$ cat src/rtl/m_qseq_pkg.sv
// Shared types and constants for the Q-register sequencer.
package m_qseq_pkg;

  // Default width of the shift-amount counter (shift amounts 0..31).
  localparam int CNTW_DEF = 5;

  // Sequencer states, 3-bit encoding.
  typedef enum logic [2:0] {
    IDLE   = 3'd0,
    CLEAR  = 3'd1,
    DECODE = 3'd2,
    SHLOAD = 3'd3,
    SHIFT  = 3'd4,
    DONE   = 3'd5
  } state_t;

endpackage

$ cat src/rtl/m_qseq_cnt.sv
// Loadable down-counter holding the remaining shift steps.
// Flags is_one / is_zero let the sequencer decide the last step without
// an extra compare in the FSM.
module m_qseq_cnt
  import m_qseq_pkg::*;
#(
  parameter int CNTW = CNTW_DEF
) (
  input  logic            clk,
  input  logic            srst,
  input  logic            load,
  input  logic            dec,
  input  logic [CNTW-1:0] load_val,
  output logic [CNTW-1:0] cnt,
  output logic            is_one,
  output logic            is_zero
);

  logic [CNTW-1:0] cnt_reg;

  // Load has priority; decrement is held off at zero so the count never wraps.
  always_ff @(posedge clk) begin
    if (srst) begin
      cnt_reg <= '0;
    end else if (load) begin
      cnt_reg <= load_val;
    end else if (dec && (cnt_reg != '0)) begin
      cnt_reg <= cnt_reg - CNTW'(1);
    end
  end

  assign cnt     = cnt_reg;
  assign is_one  = (cnt_reg == CNTW'(1));
  assign is_zero = (cnt_reg == '0);

endmodule

$ cat src/rtl/m_qseq.sv
// Q-register sequencer: immediate expansion, Q clear and counted
// single-bit shift loop for the immediate-expander / zero-finder / Q datapath.
// Optional feature macro: M_QSEQ_ZSKIP_EN -- end the shift loop early once
// the zero-finder reports Q==0 (shifting zero yields zero).
module m_qseq
  import m_qseq_pkg::*;
#(
  parameter int CNTW = CNTW_DEF
) (
  input  logic            clk,
  input  logic            RST_I,
  input  logic            req,
  input  logic            clrq,
  input  logic            is_shift,
  input  logic            is_immop,
  input  logic [CNTW-1:0] shamt_imm,
  input  logic [CNTW-1:0] shamt_reg,
  input  logic            rzcy32,
  output logic            sa11,
  output logic            sa14,
  output logic            enaQ,
  output logic            shstep,
  output logic            busy,
  output logic            ack
);

  state_t          state_reg, state_next;
  logic [CNTW-1:0] shamt_sel;
  logic [CNTW-1:0] cnt_val;
  logic            cnt_is_one;
  logic            cnt_is_zero;
  logic            zskip_stop;
  logic            sa11_reg, sa14_reg, enaq_reg, shstep_reg, busy_reg, ack_reg;

  assign shamt_sel = is_immop ? shamt_imm : shamt_reg;

`ifdef M_QSEQ_ZSKIP_EN
  // Q already zero: further shifting cannot change it, so stop now.
  assign zskip_stop = ~rzcy32;
`else
  logic unused_cnt;
  assign zskip_stop = 1'b0;
  assign unused_cnt = rzcy32 ^ cnt_is_zero ^ (^cnt_val);
`endif

  m_qseq_cnt #(.CNTW(CNTW)) u_cnt (
    .clk      (clk),
    .srst     (RST_I),
    .load     (state_reg == SHLOAD),
    .dec      (state_reg == SHIFT),
    .load_val (shamt_sel),
    .cnt      (cnt_val),
    .is_one   (cnt_is_one),
    .is_zero  (cnt_is_zero)
  );

  // Next-state selection; mode inputs are looked at only in the state using them.
  always_comb begin
    state_next = state_reg;
    unique case (state_reg)
      IDLE:    if (req) state_next = clrq ? CLEAR : DECODE;
      CLEAR:   state_next = DECODE;
      DECODE:  state_next = is_shift ? SHLOAD : DONE;
      SHLOAD:  state_next = ((shamt_sel == '0) || zskip_stop) ? DONE : SHIFT;
      SHIFT:   state_next = (cnt_is_one || zskip_stop) ? DONE : SHIFT;
      DONE:    state_next = IDLE;
      default: state_next = IDLE;
    endcase
  end

  // State register plus strobes decoded from the state being entered, so
  // every output is a flop and nothing depends combinationally on req.
  always_ff @(posedge clk) begin
    if (RST_I) begin
      state_reg  <= IDLE;
      sa11_reg   <= 1'b0;
      sa14_reg   <= 1'b0;
      enaq_reg   <= 1'b0;
      shstep_reg <= 1'b0;
      busy_reg   <= 1'b0;
      ack_reg    <= 1'b0;
    end else begin
      state_reg  <= state_next;
      sa11_reg   <= (state_next == DECODE);
      sa14_reg   <= (state_next == CLEAR);
      enaq_reg   <= (state_next == CLEAR) || (state_next == DECODE) || (state_next == SHIFT);
      shstep_reg <= (state_next == SHIFT);
      busy_reg   <= (state_next != IDLE);
      ack_reg    <= (state_next == DONE);
    end
  end

  assign sa11 = sa11_reg;
  assign sa14 = sa14_reg;
  assign busy = busy_reg;
  assign ack  = ack_reg;

`ifdef M_QSEQ_ZSKIP_EN
  // The step that discovers Q==0 is suppressed: no shift, no Q write.
  assign shstep = shstep_reg & ~zskip_stop;
  assign enaQ   = enaq_reg & ~((state_reg == SHIFT) & zskip_stop);
`else
  assign shstep = shstep_reg;
  assign enaQ   = enaq_reg;
`endif

endmodule

$ cat config.mk
export PLATFORM = sky130hd
export DESIGN_NAME = m_qseq
export DESIGN_NICKNAME = d
export VERILOG_FILES = /design/src/rtl/m_qseq_pkg.sv /design/src/rtl/m_qseq_cnt.sv /design/src/rtl/m_qseq.sv
export SDC_FILE = /design/constraint.sdc
export NUM_CORES = 1
export LEC_CHECK = 0
export BUFFER_PORTS_ARGS = -buffer_cell sky130_fd_sc_hd__buf_2
export CAP_MARGIN = 0
export CORE_MARGIN = 3
export CORE_UTILIZATION = 40
export CTS_CLUSTER_DIAMETER = 60
export DETAILED_ROUTE_END_ITERATION = 8
export HOLD_SLACK_MARGIN = 0.08
export PLACE_DENSITY = 0.67
export SKIP_CTS_REPAIR_TIMING = 1
export SYNTH_ARGS = -nofsm -noshare
export SYNTH_HDL_FRONTEND = slang
export SYNTH_SLANG_ARGS = --single-unit
$ cat constraint.sdc
create_clock -name clk -period 2.1 [get_ports clk]
set_clock_uncertainty 0.2 [all_clocks]
set_input_delay 0 -clock clk [delete_from_list [all_inputs] [get_ports clk]]
set_output_delay 0 -clock clk [all_outputs]
set_load 0.03 [all_outputs]
==> impl_summary.md, run 1 <==
Run status
The run finished with clean final reports.

Floorplan
The height of the chip is 49.6 um. The initialized floorplan defines 15 standard-cell rows. In this run the standard cell core region covers 1760 sq um. Once the floorplan was initialized, standard cells occupied 43.0% of the core. The count of boundary I/O pins is 23. The floorplan step set the die width to 49.6 um. The floorplan die area is 2460 sq um.

Global routing
The met3 routing resource usage after global routing is 6.34%. The via count of the first global-routing pass is 617. Global routing used 14.9% of the available met1 tracks. The largest net degree at the start of global routing is 12. The number of antenna violations at the first check in global routing is 0. The global-route wire length before repair is 2.46 mm. The layer flagged by global routing as most heavily used is met2. The global router's overall resource usage is 13.3%.

The overall overflow remaining after global route is 0. The met2 demand-to-capacity share in global routing is 22.2%.

Worst hold path
The worst hold path begins at is_immop. The path with the worst hold slack has its endpoint at u_cnt.cnt[4]. The path class of the tightest hold or removal check is in2reg. The hold-critical path depth is 3.

Synth
The total nets after synthesis is 111. Synthesis inferred 14 register bits. Dividing the synthesized area by the synthesized cell count gives 8.35 sq um.

For this run, the leading register cell type out of synthesis is sky130_fd_sc_hd__dfxtp_1. Sequential cells were found to cover 36.9% of the synthesized design area. The number of different library cells used by synthesis comes to 34. The number of enable flip-flop cells after synthesis is 0. The mapped cell area is 759 sq um. The async set-reset flop share out of synthesis is 0%. Synthesis produced a netlist whose cell count is 91.

During synthesis, Yosys emitted a total of 0 warnings.

Clock network
The register clock-pin slew on the reported worst setup and hold paths is 0.09 ns. The number of buffers on the longest clock path is 2. The number of CTS-inserted buffers is 3. The tree built by TritonCTS fans out to 14 sinks. CTS built an H-tree with a depth of 1. The root buffer cell chosen for the clock tree is sky130_fd_sc_hd__clkbuf_4.

TritonCTS built the clock tree. The later-pin clock latency in the skew report is 0.28 ns.

Critical path
Data on the critical path is required at its endpoint by 2.10 ns. The worst reg2reg path depth is 6. The worst setup path is of the reg2reg kind. The worst setup path is captured at a register.

The worst setup path is launched from a register. The endpoint identified for the worst register-to-register timing path is u_cnt.cnt[4]. In this run the register-to-register setup slack is 0.07 ns. The top fanout value on the critical path is 5. The origin of the critical flop-to-flop path is u_cnt.cnt[0].

The endpoint arrival time on the critical path is 2.03 ns.

STA
Derived from the worst setup path, the maximum achievable clock frequency is 493 MHz. The count of final setup violators is 0. The hold slack is 0.0534 ns. Setup total negative slack on the finished layout was measured at 0 ns. The final-report hold violation count was 0.

The tightest slew margin relative to the limit is 67.4%. The transition at the pin with the smallest max-transition slack is 0.489 ns. The number of slew-limit violations in the final report is 0. After layout, the worst path uses 96.5% of the clock period. The post-layout minimum cycle time is 2.03 ns.

Layout
The final non-filler cell total is 151. For this run, the share of the core covered by cells in the final layout is 59.5%. The flip-flop count of the largest register after layout is 5. The share of post-route cells with drive strength above 1 is 27.8%. At the end of the flow, the number of nets in the layout was 148.

The most common cell after layout, fill and taps aside is sky130_fd_sc_hd__buf_2. The area growth from synthesis to layout is 38.2%. The library cells used most frequently in the layout, excluding fill and tap cells, are 21 x sky130_fd_sc_hd__buf_2, 14 x sky130_fd_sc_hd__dfxtp_1, 11 x sky130_fd_sc_hd__dlygate4sd3_1. After filler insertion, the fill cell instance count of the layout stands at 161.

The number of antenna repair diodes is 0.

Route
The routed via count divided by cell count is 5.14. The number of antenna-violating nets in the routed design is 0. For this block, the routed nets add up to 1.87 mm of wire. The routed via count is 776.

The iteration-0 DRC count of the detailed router is 18. The post-detailed-route wirelength per cell is 12.4 um. The total iterations of the first detailed-routing run is 4.

In the routed design, unresolved DRC markers number 0.

Pwr
The post-layout total power is 0.000662 W. For this design the static power due to leakage is 0.464 nW. Dividing total power by cell area gives a power density of 630 nW/um^2.

Across the VDD grid, the largest voltage drop is 0.000345 V.

Job
The tool flagged a number of max-cap violations equal to 0.

Placement
Routability-driven placement finished with a final weighted congestion of 0.788. After detailed placement, the design holds a cell count of 137. The HPWL after detailed placement is 1.23 mm. The count of buffers from port buffering is 21.
[routing by layer]
| metal | vias up | part of all wire, % |
|---|---|---|
| met3 | 8 | 5.0 |
| met5 | - | 0 |
| met4 | 0 | 3.3 |
| li1 | 399 | - |
| met2 | 26 | 48 |
| met1 | 343 | 43 |
[cell usage after synthesis (2+ instances only)]
master / instances / area share, %
sky130_fd_sc_hd__o21ai_0: 7 / 4.6
sky130_fd_sc_hd__nor2b_1: 2 / 1.6
sky130_fd_sc_hd__ha_1: 3 / 4.9
sky130_fd_sc_hd__nand3b_1: 2 / 2.0
sky130_fd_sc_hd__mux2i_1: 3 / 4.0
sky130_fd_sc_hd__inv_1: 8 / 4.0
sky130_fd_sc_hd__nand2_1: 2 / 0.99
sky130_fd_sc_hd__a21oi_1: 6 / 4.0
sky130_fd_sc_hd__and3_1: 2 / 1.6
sky130_fd_sc_hd__a211oi_1: 3 / 3.0
sky130_fd_sc_hd__or4_1: 2 / 2.0
sky130_fd_sc_hd__o22ai_1: 3 / 2.5
sky130_fd_sc_hd__nor3_1: 3 / 2.0
sky130_fd_sc_hd__nor2_1: 10 / 4.9
sky130_fd_sc_hd__buf_4: 2 / 2.0
sky130_fd_sc_hd__dfxtp_1: 14 / 37
sky130_fd_sc_hd__nand2b_1: 2 / 1.6
[report_power, final]
part           internal [W]  switching (W)
registers          0.000291      0.0000117
clock network     0.0000665      0.0000824
logic             0.0000928       0.000117
total              0.000451       0.000211
[kinds of logic after synthesis]
| logic type | count (synthesis) | synth area share [%] |
|---|---|---|
| compound gates | 23 | 18.3 |
| mux | 3 | 3.95 |
| buf+inv | 13 | 8.57 |
| simple gates | 35 | 27.3 |
| flops | 14 | 36.9 |
| fa+ha+maj | 3 | 4.94 |
[stage by stage]
| step | area [sq um] | worst slack (ns) |
|---|---|---|
| 6_report | 1050 | 0.0728 |
| 5_1_grt | 1050 | -0.0313 |
| 4_1_cts | 921 | 0.0586 |
| 3_5_place_dp | 898 | 0.0566 |
| 3_3_place_gp | 898 | 0.0991 |
| 2_1_floorplan | 759 | 0.0727 |
[area by class of cell]
class                   count  area [sq um]  area share, %
repair buffers             37           253           24.1
clock buffers               3          22.5           2.15
well taps                  25          31.3           2.98
inverters                   8          30.0           2.86
multi-input cells          64           433           41.2
flip-flops and latches     14           280           26.7
[how the worst max path moves through the flow]
stage                             from            to  slack (ns)  cells past startpoint
after floorplan           state_reg[1]  u_cnt.cnt[4]        0.07                      5
after global placement    state_reg[2]          enaQ         0.1                      6
after detailed placement  u_cnt.cnt[1]          enaQ        0.06                      6
after CTS                 state_reg[2]          enaQ        0.06                      6
after global routing      u_cnt.cnt[0]  u_cnt.cnt[0]       -0.03                      6
final                     u_cnt.cnt[0]  u_cnt.cnt[4]        0.07                      6
[worst max-delay path, cell delays in order (launching register included)]
cell and delay (ns):
sky130_fd_sc_hd__dfxtp_1 0.37, sky130_fd_sc_hd__inv_1 0.10, sky130_fd_sc_hd__ha_1 0.17, sky130_fd_sc_hd__inv_1 0.06, sky130_fd_sc_hd__or4_1 0.47, sky130_fd_sc_hd__or3_1 0.33
sky130_fd_sc_hd__a311oi_2 0.25
Power figures use the tool's default switching activity.
==> run 2: changes to the inputs <==
Settings changed: CORE_UTILIZATION 40 to 35, PLACE_DENSITY 0.67 to default.
Clock period 2.1 ns to 1.7 ns, I/O delays scaled along.
==> run 2 against run 1 <==
Combinational power rose by 73%. Highest routed layer unchanged. Worst setup slack worse by 0.32 ns. First-iteration DRC count down 39%. The flow now finishes with violations (negative setup slack). Sequential share of layout area is 4.8 points lower. Sequential cell count unchanged. Hold slack worse by 0.044 ns. Largest cell class unchanged. Register-to-register slack got worse by 0.32 ns. Critical path type unchanged. Cell area rose by 23%.
==> impl_summary.md, run 2 (synthesis results as in run 1) <==
Layout
The number of antenna repair diodes came to 0 (unchanged). The synthesis-to-layout area growth came to 70.0% (was 38.2%). The share of post-route cells with drive strength above 1 is 51.7% (was 27.8%).

The final net count is 165 (was 148). The flip-flop count of the largest register after layout came to 5 (unchanged). The utilization after layout is 64.5% (was 59.5%). Commonest cells after routing, fill and taps aside: 21 x sky130_fd_sc_hd__buf_2, 21 x sky130_fd_sc_hd__buf_4, 12 x sky130_fd_sc_hd__dfxtp_1 (was 21 x sky130_fd_sc_hd__buf_2, 14 x sky130_fd_sc_hd__dfxtp_1, 11 x sky130_fd_sc_hd__dlygate4sd3_1).

Global routing
The number of antenna violations at the first check in global routing is 0 (unchanged). The largest net degree at the start of global routing is 12 (unchanged). The global-route wire length before repair is 2.98 mm (was 2.46 mm).

The overall overflow remaining after global route is 0 (unchanged). The global router's overall resource usage came to 14.4% (was 13.3%). The via count of the first global-routing pass was 733 (was 617).

Critical path
CP Cell Sequence: or3b_4 -> or4_4 -> or3_4 -> a311oi_2 (was inv_1 -> ha_1 -> inv_1 -> or4_1 -> or3_1 -> a311oi_2). The top fanout value on the critical path is 3 (was 5). The category of the critical setup timing path is reg2reg (unchanged). The origin of the critical flop-to-flop path is state_reg[1] (was u_cnt.cnt[0]). The required time at the endpoint of the critical path was 1.69 ns (was 2.10 ns).

The endpoint arrival time on the critical path is 1.94 ns (was 2.03 ns). The nature of the critical path startpoint is a register (unchanged). The source of the critical timing path is state_reg[1] (was u_cnt.cnt[0]). The library cell contributing the largest single delay on the critical path is sky130_fd_sc_hd__or4_4 (was sky130_fd_sc_hd__or4_1).

The worst reg2reg path depth is 4 (was 6). The capture instance of the worst register-to-register path is u_cnt.cnt[4] (unchanged). The worst reg-to-reg setup slack is -0.25 ns (was 0.07 ns). The sort of element at the end of the critical path is a register (unchanged). The largest stage delay on the critical path is 0.42 ns (was 0.47 ns).

Route
The post-detailed-routing wire length is 2.27 mm (was 1.87 mm). The number of antenna-violating nets in the routed design is 0 (unchanged). The post-detailed-route wirelength per cell is 13.3 um (was 12.4 um). The post-detailed-route DRC marker count is 0 (unchanged). The routed via count divided by cell count is 5.18 (was 5.14).

The routed via count is 881 (was 776). The total iterations of the first detailed-routing run is 4 (unchanged). The iteration-0 DRC count of the detailed router came to 11 (was 18).

STA
The worst path setup slack after routing is -0.251 ns (was 0.0728 ns). The highest clock frequency the design can meet is 513 MHz (was 493 MHz). The count of final setup violators was 12 (was 0). The final-report hold violation count is 0 (unchanged).

The transition at the pin with the smallest max-transition slack came to 0.461 ns (was 0.489 ns). The post-route fraction of the period consumed by the critical path is 115% (was 96.5%). The tightest slew margin relative to the limit is 69.0% (was 67.4%). Setup repair after global routing could not meet its margin everywhere. The number of slew-limit violations in the final report came to 0 (unchanged). The post-layout minimum cycle time is 1.95 ns (was 2.03 ns).

Floorplan
The placeable core region was 2000 sq um (was 1760 sq um). The floorplan die area is 2760 sq um (was 2460 sq um). The number of placement rows is 16 (was 15). The starting density of the core was 37.9% (was 43.0%). The count of boundary I/O pins came to 23 (unchanged). The height of the chip was 52.6 um (was 49.6 um).

The horizontal extent of the die is 52.6 um (was 49.6 um).

Placement
The count of buffers from port buffering is 21 (unchanged). The detailed-placement wirelength estimate is 1.43 mm (was 1.23 mm). The placement-stage worst setup slack is -0.287 ns (was 0.0566 ns).

The final estimated routing congestion in global placement is 0.782 (was 0.788).

Run status
Outcome: finished, violations left (was finished, final reports clean). The final reports fail on negative setup slack.

Pwr
The power density normalized to cell area is 712 nW/um^2 (was 630 nW/um^2). The static leakage power is 0.590 nW (was 0.464 nW). The maximum resistive drop on vdd is 0.000422 V (was 0.000345 V).

Clock network
The later-pin clock latency in the skew report is 0.27 ns (was 0.28 ns). The register clock-pin slew on the reported worst setup and hold paths is 0.08 ns (was 0.09 ns). The H-tree level count is 1 (unchanged).

The master cell of the clock root buffer was sky130_fd_sc_hd__clkbuf_4 (unchanged). The clock sink count is 14 (unchanged). The number of buffers on the longest clock path is 2 (unchanged). The number of CTS-inserted buffers came to 3 (unchanged). The clock tree from TritonCTS is done (unchanged).

Worst hold path
The endpoint of the worst hold-timing path is enaQ (was u_cnt.cnt[4]). The hold-critical path depth was 4 (was 3). The type of the most critical hold path is in2reg (unchanged). The startpoint of the lowest-slack hold path is clrq (was is_immop).

Job
The number of max-capacitance violations reported is 0 (unchanged).
==> run 2: how the worst max path moves through the flow <==
stage | to | slack, ns
final | u_cnt.cnt[4] | -0.25
after global routing | u_cnt.cnt[3] | -0.32
after CTS | u_cnt.cnt[4] | -0.30
after detailed placement | u_cnt.cnt[4] | -0.29
after global placement | u_cnt.cnt[4] | -0.24
after floorplan | u_cnt.cnt[4] | -0.33
==> run 2: worst max-delay path, delay by kind of cell, from the launching register on <==
kind,cells,cell delay (ns)
AO/OA/AOI/OAI,1,0.19
flip-flops,1,0.32
AND/OR/NAND/NOR,3,1.16
==> run 2: cell type report <==
cell class,count,area [sq um]
Clock buffer,3,22.5
Fill cell,158,711
Inverter,8,30.0
Multi-Input combinational cell,64,536
Sequential cell,14,283
Tap cell,27,33.8
Timing Repair Buffer,54,387
==> run 2: through the flow <==
| step | TNS [ns] | std cells | area, sq um | hold WS, ns | total power, W |
|---|---|---|---|---|---|
| after detailed placement | -1.34 | 152 | 1000 | 0.137 | 0.000639 |
| final | -1.35 | 170 | 1290 | 0.00972 | 0.000919 |
| after CTS | -1.67 | 155 | 1030 | -0.156 | 0.000819 |
| after global routing | -2.22 | 170 | 1290 | 0.101 | 0.000976 |
| after floorplan | -0.425 | 91 | 764 | 0.00735 | 0.000546 |
| after global placement | -0.881 | 152 | 1000 | 0.117 | 0.000635 |
==> run 2: per-layer routing <==
metal / GRT usage [%] / part of all wire [%] / up-vias
met5: 0 / 0 / -
met3: 3.42 / 2.7 / 6
met1: 17.9 / 48 / 430
met2: 24.2 / 48 / 17
li1: - / - / 428
met4: 5.11 / 1.9 / 0
==> run 2: report_power, final <==
group	internal (W)	switching [W]	total [W]
Combinational	0.000178	0.000186	0.000363
Clock	0.0000819	0.0000997	0.000182
Sequential	0.000360	0.0000142	0.000375
==> run 3: changes to the inputs <==
Settings changed: ABC_AREA from default to 1.
==> run 3 against run 2 <==
The run now ends clean. Utilization fell by 11 points. Synthesized area rose by 7.7%. Sequential cell count did not move. Combinational power fell by 8.5%. Cell area fell by 13%. Critical path depth rose by 5. Synthesized cell count rose by 36%. Sequential power rose by 5%. Clock power barely moved. Hold slack improved by 0.031 ns. Global-route usage fell by 0.71 points. Routed wire length fell by 13%.
==> impl_summary.md, run 3 <==
Floorplan
The placeable core region is 2080 sq um (was 2000 sq um). The height of the chip is 54.4 um (was 52.6 um). The count of boundary I/O pins came to 23 (unchanged). The horizontal extent of the die is 54.4 um (was 52.6 um). The number of placement rows is 16 (unchanged).

The floorplan die area is 2950 sq um (was 2760 sq um). The starting density of the core was 39.3% (was 37.9%).

Layout
The final non-filler cell total is 189 (was 170). The flip-flop count of the largest register after layout is 5 (unchanged). The share of post-route cells with drive strength above 1 is 28.4% (was 51.7%).

The most common cell after layout, fill and taps aside is sky130_fd_sc_hd__nand2_1. The synthesis-to-layout area growth is 36.8% (was 70.0%). The final net count was 184 (was 165). The number of antenna repair diodes was 0 (unchanged).

Commonest cells after routing, fill and taps aside: 36 x sky130_fd_sc_hd__nand2_1, 21 x sky130_fd_sc_hd__buf_2, 16 x sky130_fd_sc_hd__inv_1 (was 21 x sky130_fd_sc_hd__buf_2, 21 x sky130_fd_sc_hd__buf_4, 12 x sky130_fd_sc_hd__dfxtp_1). The utilization after layout is 53.8% (was 64.5%).

Global routing
The overall overflow remaining after global route is 0 (unchanged). The global router's overall resource usage came to 13.7% (was 14.4%). The number of antenna violations at the first check in global routing is 0 (unchanged). The global-route wire length before repair is 3.00 mm (was 2.98 mm).

The via count of the first global-routing pass is 760 (was 733). The largest net degree at the start of global routing is 8 (was 12).

Critical path
The sort of element at the end of the critical path is a register (unchanged). The category of the critical setup timing path is in2reg (was reg2reg). The worst reg2reg path depth came to 10 (was 4). The endpoint arrival time on the critical path came to 1.63 ns (was 1.94 ns).

The combined buffer and inverter count along the critical path is 4 (was 0). The origin of the critical flop-to-flop path is u_cnt.cnt[1] (was state_reg[1]). The nature of the critical path startpoint is an input pin (was register). The library cell contributing the largest single delay on the critical path is sky130_fd_sc_hd__dlygate4sd3_1 (was sky130_fd_sc_hd__or4_4). The largest stage delay on the critical path came to 0.54 ns (was 0.42 ns). The top fanout value on the critical path was 2 (was 3). The required time at the endpoint of the critical path is 1.71 ns (was 1.69 ns). Counting stages on the worst path, the most repeated cell is sky130_fd_sc_hd__nand2_1. The kind of cell adding the most delay to the critical path is buffers and inverters (was simple AND/OR/NAND/NOR gates).

The worst reg-to-reg setup slack is 0.22 ns (was -0.25 ns). CP Cell Sequence: dlygate4sd3_1 -> buf_2 -> nand2_1 -> nand2_1 -> dlygate4sd3_1 -> nand2_1 -> o21ai_1 -> inv_1 -> a21oi_1 (was or3b_4 -> or4_4 -> or3_4 -> a311oi_2). The capture instance of the worst register-to-register path is busy (was u_cnt.cnt[4]).

Route
The iteration-0 DRC count of the detailed router came to 9 (was 11). The post-detailed-routing wire length came to 1.98 mm (was 2.27 mm). The post-detailed-route DRC marker count is 0 (unchanged). The routed via count is 873 (was 881). The detailed-routed wire length on met2 came to 1.07 mm (was 1.08 mm).

The highest routing layer actually used is met3 (was met4). The total iterations of the first detailed-routing run is 4 (unchanged). The met3 routed wirelength was 81 um (was 62 um). The number of antenna-violating nets in the routed design is 0 (unchanged). The post-route met1 wirelength is 834 um (was 1.08 mm). The routed via count divided by cell count came to 4.62 (was 5.18). The post-detailed-route wirelength per cell is 10.5 um (was 13.3 um).

Synth
The portion of synthesized cell area occupied by the leading cell type came to 34.3% (was 36.9%). The sequential area share after synthesis is 34.3% (was 36.9%). The post-synthesis cell count is 124 (was 91). The number of enable flip-flop cells after synthesis was 0 (unchanged). The async set-reset flop share out of synthesis was 0% (unchanged). The most frequent cell after synthesis is sky130_fd_sc_hd__nand2_1 (was sky130_fd_sc_hd__dfxtp_1). The number of storage elements in the synthesis netlist is 14 (unchanged). The number of distinct standard cells referenced by the synthesized netlist is 19 (was 34).

The cell type with the largest total area after synthesis is sky130_fd_sc_hd__dfxtp_1 (unchanged). The dominant register cell in the synthesized netlist was sky130_fd_sc_hd__dfxtp_1 (unchanged). The total nets after synthesis is 144 (was 111). The count of warnings emitted by yosys is 0 (unchanged).

Post-synth top cells: 36 x sky130_fd_sc_hd__nand2_1, 16 x sky130_fd_sc_hd__inv_1, 14 x sky130_fd_sc_hd__dfxtp_1, 14 x sky130_fd_sc_hd__nand3_1 (was 14 x sky130_fd_sc_hd__dfxtp_1, 10 x sky130_fd_sc_hd__nor2_1, 8 x sky130_fd_sc_hd__inv_1). Main area contributors after synthesis: sky130_fd_sc_hd__dfxtp_1 34%, sky130_fd_sc_hd__nand2_1 17%, sky130_fd_sc_hd__nand3_1 8.6% (was sky130_fd_sc_hd__dfxtp_1 37%, sky130_fd_sc_hd__ha_1 4.9%, sky130_fd_sc_hd__nor2_1 4.9%). The average size of a mapped cell is 6.60 sq um (was 8.35 sq um).

The mapped cell area is 818 sq um (was 759 sq um).

Worst hold path
The startpoint of the lowest-slack hold path was shamt_reg[0] (was clrq). The hold-critical path depth came to 7 (was 4). The type of the most critical hold path was in2reg (unchanged). The endpoint of the worst hold-timing path is shstep (was enaQ).

Clock network
The H-tree level count is 1 (unchanged). The number of CTS-inserted buffers came to 3 (unchanged). The later-pin clock latency in the skew report is 0.27 ns (about the same).

The number of buffers on the longest clock path was 2 (unchanged). The clock tree from TritonCTS is done (unchanged). The register clock-pin slew on the reported worst setup and hold paths was 0.08 ns (about the same).

The clock sink count is 14 (unchanged). The master cell of the clock root buffer was sky130_fd_sc_hd__clkbuf_4 (unchanged).

Placement
The detailed-placement wirelength estimate is 1.45 mm (was 1.43 mm). The final estimated routing congestion in global placement is 0.827 (was 0.782). The number of instances in the placed design is 172 (was 152). The count of buffers from port buffering is 21 (unchanged).

STA
The tightest slew margin relative to the limit is 77.6% (was 69.0%). The number of slew-limit violations in the final report is 0 (unchanged). The post-route fraction of the period consumed by the critical path came to 95.4% (was 115%). The final-report hold violation count is 0 (unchanged). The transition at the pin with the smallest max-transition slack came to 0.333 ns (was 0.461 ns). The count of final setup violators came to 0 (was 12). The post-route setup TNS was 0 ns (was -1.35 ns). Setup repair after global routing missed its margin: no (was yes). The highest clock frequency the design can meet came to 617 MHz (was 513 MHz).

The post-layout minimum cycle time came to 1.62 ns (was 1.95 ns).

Pwr
The static leakage power was 0.609 nW (was 0.590 nW). The post-layout total power came to 0.000905 W (was 0.000919 W). The power density normalized to cell area came to 808 nW/um^2 (was 712 nW/um^2). The maximum resistive drop on vdd is 0.000686 V (was 0.000422 V).

Job
The number of max-capacitance violations reported is 0 (unchanged).

Run status
Outcome: finished, final reports clean (was finished, violations left).
run 3: changes by cell type in the layout (fill, tap and decap cells not counted), moves of 4 or more:
cell / previous run / this run
sky130_fd_sc_hd__inv_2: 3 / 7
sky130_fd_sc_hd__nand2_1: 2 / 36
sky130_fd_sc_hd__nand3_1: 1 / 14
sky130_fd_sc_hd__inv_1: 5 / 16
sky130_fd_sc_hd__dlygate4sd3_1: 9 / 14
sky130_fd_sc_hd__nand2_2: 0 / 5
sky130_fd_sc_hd__buf_4: 21 / 0
sky130_fd_sc_hd__o21ai_0: 7 / 1
run 3: final cells by class:
type	count	area, sq um
inverters	23	86.3
well taps	27	33.8
multi-input cells	87	452
repair buffers	35	245
fillers	216	962
clock buffers	3	22.5
flip-flops and latches	14	280
run 3: logic make-up (layout without fill, tap and decap cells):
family,Yosys count,in the layout,synth area share (%)
simple gates,73,73,43.0
xor+xnor,1,1,1.07
flops,14,14,34.3
buf+inv,23,61,10.6
fa+ha+maj,3,3,4.59
compound gates,10,10,6.57
run 3: stage by stage:
step	instance area, sq um	setup slack, ns	hold WS (ns)
3_3_place_gp	957	0.248	0.0640
4_1_cts	980	0.209	-0.229
3_5_place_dp	957	0.231	0.0740
2_1_floorplan	818	0.346	-0.131
5_1_grt	1120	0.0189	0.0780
6_report	1120	0.0781	0.0412
run 3: worst max path at each step:
stage / start / end / slack, ns / cells after the start
2_1_floorplan: u_cnt.cnt[0] / u_cnt.cnt[3] / 0.35 / 10
3_3_place_gp: u_cnt.cnt[0] / u_cnt.cnt[3] / 0.25 / 10
3_5_place_dp: u_cnt.cnt[0] / u_cnt.cnt[3] / 0.23 / 10
4_1_cts: u_cnt.cnt[1] / busy / 0.21 / 10
5_1_grt: shamt_imm[2] / u_cnt.cnt[2] / 0.02 / 9
6_report: shamt_imm[2] / u_cnt.cnt[2] / 0.08 / 9
run 3: report_power, final:
part           switching (W)  total, W  leakage, nW  internal, W
logic               0.000207  0.000332        0.481     0.000125
clock network      0.0000990  0.000181       0.0138    0.0000819
registers          0.0000221  0.000392        0.114     0.000370
run 3: worst min-delay path, stage by stage:
cell                      delay (ns)
sky130_fd_sc_hd__buf_2          0.08
sky130_fd_sc_hd__nand2_1        0.04
sky130_fd_sc_hd__nand2_1        0.06
sky130_fd_sc_hd__nor2_2         0.04
sky130_fd_sc_hd__nand3_2        0.10
sky130_fd_sc_hd__nand3_1        0.10
sky130_fd_sc_hd__inv_1          0.06
run 3: layer usage:
layer | track usage [%] | vias up
li1 | - | 458
met1 | 17.1 | 398
met2 | 23.3 | 17
met3 | 4.36 | 0
met4 | 2.49 | 0
met5 | 0 | -
